## src/rtl/core_pkg.sv

```systemverilog
// Shared types for the retirement trace buffer: the trace entry layout and the halt FSM states.
package core;

    typedef struct packed {
        logic [31:0] pc;
        logic [31:0] inst;
        logic [31:0] data;
        logic [31:0] seq;
    } trace_entry_t;

    typedef enum logic {
        RUN    = 1'b0,
        HALTED = 1'b1
    } trace_state_e;

    localparam int ENTRY_W = $bits(trace_entry_t);

    function automatic logic [31:0] sat_inc32(input logic [31:0] v);
        return (v == 32'hFFFF_FFFF) ? v : v + 32'd1;
    endfunction

endpackage

```

## src/rtl/core_trace_fifo.sv

```systemverilog
// Synchronous FIFO with a valid/ready read side and an extra-MSB pointer scheme.
// A push while full still lands when the head is popped in the same cycle.
module core_trace_fifo #(
    parameter int width = 128,
    parameter int depth = 16
) (
    input  logic             clk,
    input  logic             rst,
    input  logic             wr_en,
    input  logic [width-1:0] wr_data,
    output logic             wr_accept,
    output logic             full,
    output logic             rd_valid,
    input  logic             rd_ready,
    output logic [width-1:0] rd_data
);

    localparam int aw = $clog2(depth);

    logic [width-1:0] mem [depth];
    logic [aw:0]      wptr_reg;
    logic [aw:0]      rptr_reg;
    logic             empty;
    logic             do_pop;

    assign empty     = (wptr_reg == rptr_reg);
    assign full      = (wptr_reg[aw] != rptr_reg[aw]) &&
                       (wptr_reg[aw-1:0] == rptr_reg[aw-1:0]);
    assign rd_valid  = !empty;
    assign do_pop    = rd_valid && rd_ready;
    assign wr_accept = wr_en && (!full || do_pop);
    assign rd_data   = mem[rptr_reg[aw-1:0]];

    always_ff @(posedge clk) begin
        if (rst) begin
            wptr_reg <= '0;
            rptr_reg <= '0;
        end else begin
            if (wr_accept) wptr_reg <= wptr_reg + 1'b1;
            if (do_pop)    rptr_reg <= rptr_reg + 1'b1;
        end
    end

    // Storage is never reset; the pointers alone define what is valid.
    always_ff @(posedge clk) begin
        if (wr_accept) mem[wptr_reg[aw-1:0]] <= wr_data;
    end

endmodule

```

## src/rtl/core_trace_buf.sv

```systemverilog
// Retirement trace buffer: queues retired instructions with a sequence number, flags
// drops, and can request a core halt after a programmed number of retirements.
module core_trace_buf
    import core::*;
#(
    parameter int          depth      = 16,
    parameter int unsigned stop_count = 0
) (
    input  logic        clk,
    input  logic        rst,
    input  logic        wb_valid,
    input  logic [31:0] wb_pc,
    input  logic [31:0] wb_inst,
    input  logic [31:0] wb_data,
    output logic        tr_valid,
    input  logic        tr_ready,
    output logic [31:0] tr_pc,
    output logic [31:0] tr_inst,
    output logic [31:0] tr_data,
    output logic [31:0] tr_seq,
    output logic        overflow,
    output logic        halt_req,
    input  logic        resume,
    output logic [31:0] retire_cnt
);

    localparam logic [31:0] stop_val = 32'(stop_count);
    localparam bit          halt_en  = (stop_count > 0);

    trace_state_e state_reg, state_next;
    logic [31:0]  seq_reg;
    logic [31:0]  cnt_reg, cnt_next;
    logic         overflow_reg;
    logic         fifo_full;
    logic         push_ok;
    trace_entry_t wr_entry;
    trace_entry_t head;

    assign wr_entry = '{pc: wb_pc, inst: wb_inst, data: wb_data, seq: seq_reg};

    core_trace_fifo #(
        .width (ENTRY_W),
        .depth (depth)
    ) u_fifo (
        .clk       (clk),
        .rst       (rst),
        .wr_en     (wb_valid),
        .wr_data   (wr_entry),
        .wr_accept (push_ok),
        .full      (fifo_full),
        .rd_valid  (tr_valid),
        .rd_ready  (tr_ready),
        .rd_data   (head)
    );

    assign tr_pc      = head.pc;
    assign tr_inst    = head.inst;
    assign tr_data    = head.data;
    assign tr_seq     = head.seq;
    assign overflow   = overflow_reg;
    assign halt_req   = (state_reg == HALTED);
    assign retire_cnt = cnt_reg;

    // Halt FSM and retirement counter; the count freezes while halted.
    always_comb begin
        state_next = state_reg;
        cnt_next   = cnt_reg;
        case (state_reg)
            RUN: begin
                if (push_ok) begin
                    cnt_next = sat_inc32(cnt_reg);
                    if (halt_en && (cnt_next == stop_val)) state_next = HALTED;
                end
            end
            HALTED: begin
                if (resume) begin
                    state_next = RUN;
                    cnt_next   = push_ok ? 32'd1 : 32'd0;
                end
            end
            default: state_next = RUN;
        endcase
    end

    always_ff @(posedge clk) begin
        if (rst) begin
            state_reg    <= RUN;
            cnt_reg      <= '0;
            seq_reg      <= '0;
            overflow_reg <= 1'b0;
        end else begin
            state_reg <= state_next;
            cnt_reg   <= cnt_next;
            // Dropped retirements still consume a sequence number so gaps are visible.
            if (wb_valid) seq_reg <= seq_reg + 32'd1;
            if (wb_valid && !fifo_full) overflow_reg <= overflow_reg;
            if (wb_valid && fifo_full && !push_ok) overflow_reg <= 1'b1;
        end
    end

    // Unused-parameter guard: depth must be a power of two in 2..256.
    if (depth < 2 || depth > 256 || (depth & (depth - 1)) != 0) begin : g_bad_depth
        core_trace_buf_depth_must_be_pow2_2_to_256 u_bad ();
    end

endmodule

```

## config.mk

```make
export PLATFORM = sky130hd
export DESIGN_NAME = core_trace_buf
export DESIGN_NICKNAME = d
export VERILOG_FILES = /design/src/rtl/core_pkg.sv /design/src/rtl/core_trace_fifo.sv /design/src/rtl/core_trace_buf.sv
export SDC_FILE = /design/constraint.sdc
export NUM_CORES = 2
export LEC_CHECK = 0
export BUFFER_PORTS_ARGS = -buffer_cell sky130_fd_sc_hd__buf_2
export CORE_MARGIN = 5
export CORE_UTILIZATION = 54
export DETAILED_ROUTE_END_ITERATION = 8
export PLACE_DENSITY = 0.7
export SLEW_MARGIN = 20
export SYNTH_ARGS = -nofsm -noshare
export SYNTH_HDL_FRONTEND = slang
export SYNTH_SLANG_ARGS = --single-unit
```

## constraint.sdc

```tcl
create_clock -name clk -period 29.9 [get_ports clk]
set_input_delay 2.99 -clock clk [delete_from_list [all_inputs] [get_ports clk]]
set_output_delay 2.99 -clock clk [all_outputs]
set_load 0.05 [all_outputs]
```

======== Yosys cells after proc, flatten, opt, wreduce, memory -nomap -nowiden ========
Memory sizes are Yosys's and may differ from the RTL's. A register that Yosys moved wholly into a read port is not among the register bits.
Cells that the tools add are included.
operators by class
  muxes and demuxes ....................... 10
  reduce and logical (&&, ||, !) cells .... 11
  bitwise operators ....................... 1
  equal/unequal tests ..................... 7
  $add $sub $neg .......................... 4
operators with widths
  kind                                            count
  two-way mux 32 bit                              3
  adder 32 x 1 -> 32 bit (second input constant)  2
  one-hot mux 32 bit (2 select lines)             1
  == test 32 bit (second input constant)          1
  adder 5 x 1 -> 5 bit (second input constant)    2
  two-way mux 4 bit                               2
  inequality test 2 bit (second input constant)   3
  == test 5 bit                                   1
  logical AND 1 bit                               5
  == test 4 bit                                   1
  two-way mux 1 bit                               4
  zero test 1 bit                                 3
  AND reduction 3 bit                             1
  OR reduction 2 bit                              1
  logical OR 1 bit                                1
  inequality test 1 bit                           1
  NOT 1 bit                                       1
word-level totals
  word-level logic and storage cells ...... 40
  output and inout bits ................... 163
  RAM bits ................................ 2,048
  memories ................................ 1
  bits in registers ....................... 76
  bits of input ports ..................... 101
memory list
  memory      depth  width  read ports  clocked after Yosys merged registers in  write ports  line                   source
  u_fifo.mem  16     128    1           1                                        1            core_trace_fifo.sv:20  logic [width-1:0] mem [depth];

======== Longest topological paths before layout ========
  depth in word-level cells ............... 8
  depth in mapped cells ................... 8
  depth with buffers taken out ............ 7

======== By module ========
A second synthesis with hierarchy kept.
second synthesis, totals
  cell total of the unflattened synthesis .. 3,484
  area, all modules ....................... 81,050.2 sq um
modules (own cells, without submodules)
  module           area each (sq um)  cells each  seq. area each (sq um)  times used
  core_trace_fifo  77,805.9           3,096       61,779.3                1
  core_trace_buf   3,244.4            388         1,321.3                 1

======== Least setup slack after synthesis ========
Ideal clock, no wire load.
  path type ............................... input-to-reg
  start point ............................. in wb_valid
  end point ............................... mem u_fifo.mem[3][0], enable pin
  buffers on the path ..................... 2
  arrival time ............................ 12,752 ps
  slack ................................... 16,375 ps
  library setup time ...................... 772 ps
  stages .................................. 5
  cell sequence ........................... clkbuf_1 -> a21boi_1 -> clkbuf_1 -> nand2_1 -> nor3_1
on the way
  cells in the longest elaborated chain, start to end .. 3
RTL lines
  element                                  line                   source
  start, declared                          core_trace_buf.sv:11   input logic wb_valid,
  logical AND 1 bit                        core_trace_fifo.sv:31  assign wr_accept = wr_en && (!full || do_pop);
  two-way mux 1 bit                        core_trace_fifo.sv:46  if (wr_accept) mem[wptr_reg[aw-1:0]] <= wr_data;
  two-way mux 1 bit (not written as such)  core_trace_fifo.sv:46
  end, declared                            core_trace_fifo.sv:20
No other way between the ends.

==> flow_summary.ini <==
[global_routing]
grt_pass1_wl_mm = 259
antenna_found_initial = 23
track_usage = 0.226
grt_pass1_vias = 38200
grt-ovfl-total = 0
grt_max_degree = 163

[drt]
drt_iter0_markers = 3341
antenna_left = 0
wl_mm = 176
wl_per_cell_um = 30.1
num_vias = 36700
first_pass_iters = 6
via_per_inst = 6.28
drc_errors = 0

[sta]
fin_ws_ns = 21.51
setup_viol_count_final = 0
rsz0062_at_grt = false
setup-tns-final_ns = 0
slew-limit-headroom = 0.266
worstMarginPinSlew_ns = 1.10
max_freq_ghz = 0.119
drv_slew = 0
finalHoldViolCount = 0
fin_skew_ns = 0.0388
post-route-period-util = 0.281
period_needed_ns = 8.39

[pwr]
pwr-share-seq = 0.504
clock_power_share = 0.371
peakVddDrop_uv = 66.0
p_sw_mw = 1.59
power_leakage_nw = 28.7
combPwrFrac = 0.125
p_sw_frac = 0.241
p_total_mw = 6.58
internal_power_mw = 5.00
p_per_area_mw_per_mm2 = 72.6

[clock_tree]
clkLatencyLatePin_ns = 0.82
cts.clk_slew.worst_paths_ns = 0.06
cts_buffers = 204
cts_hold_buffers = 0
post_cts.repair.setup_buffers = 0
cts_buffer_depth = 3
clock_sinks = 2128
tritoncts = yes
htreeDepth = 4
root_buffer = clkbuf_16
ctsResizeCount = 0

[yosys]
synthFlopType = edfxtp_1
yosysWarnings = 0
synth_area_per_cell_um2 = 23.9
yosys.area.top_type = edfxtp_1
synth-edff-count = 2048
synth_seq_area_share = 0.785
syn_nets = 3467
synth_top_area_share = 0.765
syn_area_mm2 = 0.0804
async_flop_share = 0
syn_inst = 3359
ys_seq_elements = 2128
ys_types = 50
ys_top_cells_by_area = edfxtp_1 76%, mux4_2 17%, dfxtp_1 2.0%, clkbuf_1 0.44%, nor2_1 0.36%

[critical_path]
path_common_cell = buf_4
cp_top_family = buffers and inverters
crit_chain = buf_4, buf_4, buf_4, mux4_2, mux4_2, buf_2
arrival_ns = 5.40
cp-end-kind = output pin
crit_path_start_kind = flip-flop
cp_slowest_cell = buf_4
required_ns = 26.91
crit_type = flip-flop to output pin
rrSetupSlack_ns = 25.04
r2r_cells = 9
r2r_end = u_fifo.mem[14][67]
crit_fanout = 48
crit_buf_inv = 4
crit_path_max_incr_delay_ns = 0.89
r2r-start = u_fifo.wptr_reg[2]

[floorplan]
die_area_mm2 = 0.157
num_rows = 141
ios = 264
initial_utilization = 0.544
dieHeight_um = 396
die_w_um = 396
core_area_mm2 = 0.148

[worst_hold_path]
min_to = retire_cnt[24]
min_path_type = flip-flop to flip-flop
hold_start = retire_cnt[24]
hold_depth = 1

[flow_run]
maxCapViolCount = 0

[place]
post-dp-hpwl_mm = 85.6
port_buffers = 263
place.gp.congestion = 0.759
pre_cts_slack_ns = 21.97

[cells_and_area]
areaGrowthSynthToFinish_pct = 12.8
largest_reg_flops = 2048
layout-drive-gt1-share = 0.324
nets = 3838

[run_status]
outcome = finished, final reports clean
worst max path at each step:
stage                             to  slack, ns  cells after the start
floorplan           u_fifo.mem[3][0]      16.38                      5
global placement         tr_data[27]      21.98                      6
detailed placement       tr_data[27]      21.97                      6
CTS                      tr_data[27]      21.02                      6
global route               tr_seq[2]      20.95                      6
finish                     tr_seq[6]      21.51                      6
placed cells by master (no fill, tap or decap), types with 5 or more instances in the layout:
master         n
edfxtp_1    2048
mux4_2       620
buf_2        263
clkbuf_16    204
dfxtp_1       76
nor2_1        67
buf_4         56
clkinv_1      53
a21oi_1       49
clkbuf_1      43
clkinv_2      39
nand3_1       32
nand2_1       30
xor2_1        28
o21ai_0       25
mux2i_1       23
nand4_1       23
a211oi_1      21
nor2b_1       20
diode_2       13
xnor2_1       13
nor2_4        11
bufinv_16     11
buf_12        11
and4_1         8
and3_1         8
nor3_1         8
a31oi_1        8
ha_1           7
clkinvlp_4     7
inv_1          6
nor3_2         6
o21ai_1        6
or4_1          5
or3_1          5
synth_stat cells, types with 2 or more instances:
library cell  number
nor3_1            13
nand3_1           32
buf_1             56
inv_1              7
a41oi_1            3
dfxtp_1           80
o31ai_1            2
o21ai_1            6
xnor2_1           13
a211oi_1          21
and2_1             4
and4_1             8
buf_2             14
a31oi_1            8
or3_1              5
edfxtp_1        2048
clkbuf_1          94
mux2i_1           23
nor2b_1           20
a21oi_1           49
nand2b_1           3
nor4_1             3
a21o_1             2
or4_1              5
mux4_2           620
nand2_1           30
a21boi_1           2
and3_1             8
o21ai_0           25
xor2_1            28
nand4_1           23
o211ai_1           3
nor2_1            78
ha_1               7
power groups by stage:
stage	logic, mW	registers, mW	clock network (mW)
after CTS	0.847	3.32	2.50
after floorplan	0.640	3.38	0
after detailed placement	0.844	3.38	0
after global placement	0.838	3.38	0
after global routing	0.881	3.32	2.63
final	0.826	3.32	2.44
per-stage QoR:
stage                      util  std cells  cell area (um^2)  hold slack, ns
after CTS                 0.613       5830             90700           0.510
after global placement    0.570       5454             84300           0.489
final                     0.613       5843             90700           0.509
after global routing      0.613       5832             90700           0.546
after detailed placement  0.570       5454             84300           0.497
after floorplan               -       3359             80400           0.499
area by class of cell:
| cell class | count | area, um^2 |
|---|---|---|
| Sequential cell | 2128 | 63100 |
| Fill cell | 10000 | 57200 |
| Clock buffer | 250 | 5310 |
| Antenna cell | 13 | 32.5 |
| Multi-Input combinational cell | 1058 | 16700 |
| Timing Repair Buffer | 331 | 1970 |
| Clock inverter | 126 | 1070 |
| Inverter | 7 | 33.8 |
| Tap cell | 1930 | 2410 |
routing by layer:
| layer | vias up | global-route usage | part of all wire |
|---|---|---|---|
| li1 | 15200 | - | - |
| met1 | 19900 | 0.316 | 0.40 |
| met2 | 1370 | 0.376 | 0.51 |
| met3 | 256 | 0.0427 | 0.067 |
| met4 | 4 | 0.0580 | 0.024 |
| met5 | - | 0 | 0.00013 |
cell families (layout without fill, tap and decap cells):
group	count (synthesis)	after routing	synth area share
compound gates	128	128	0.00971
xor+xnor	41	41	0.00447
fa+ha+maj	7	7	0.00109
buf+inv	173	714	0.00843
flops	2128	2128	0.785
mux	643	643	0.177
other cells	0	13	0
simple gates	239	239	0.0151
(Power assumes the default switching activity.)
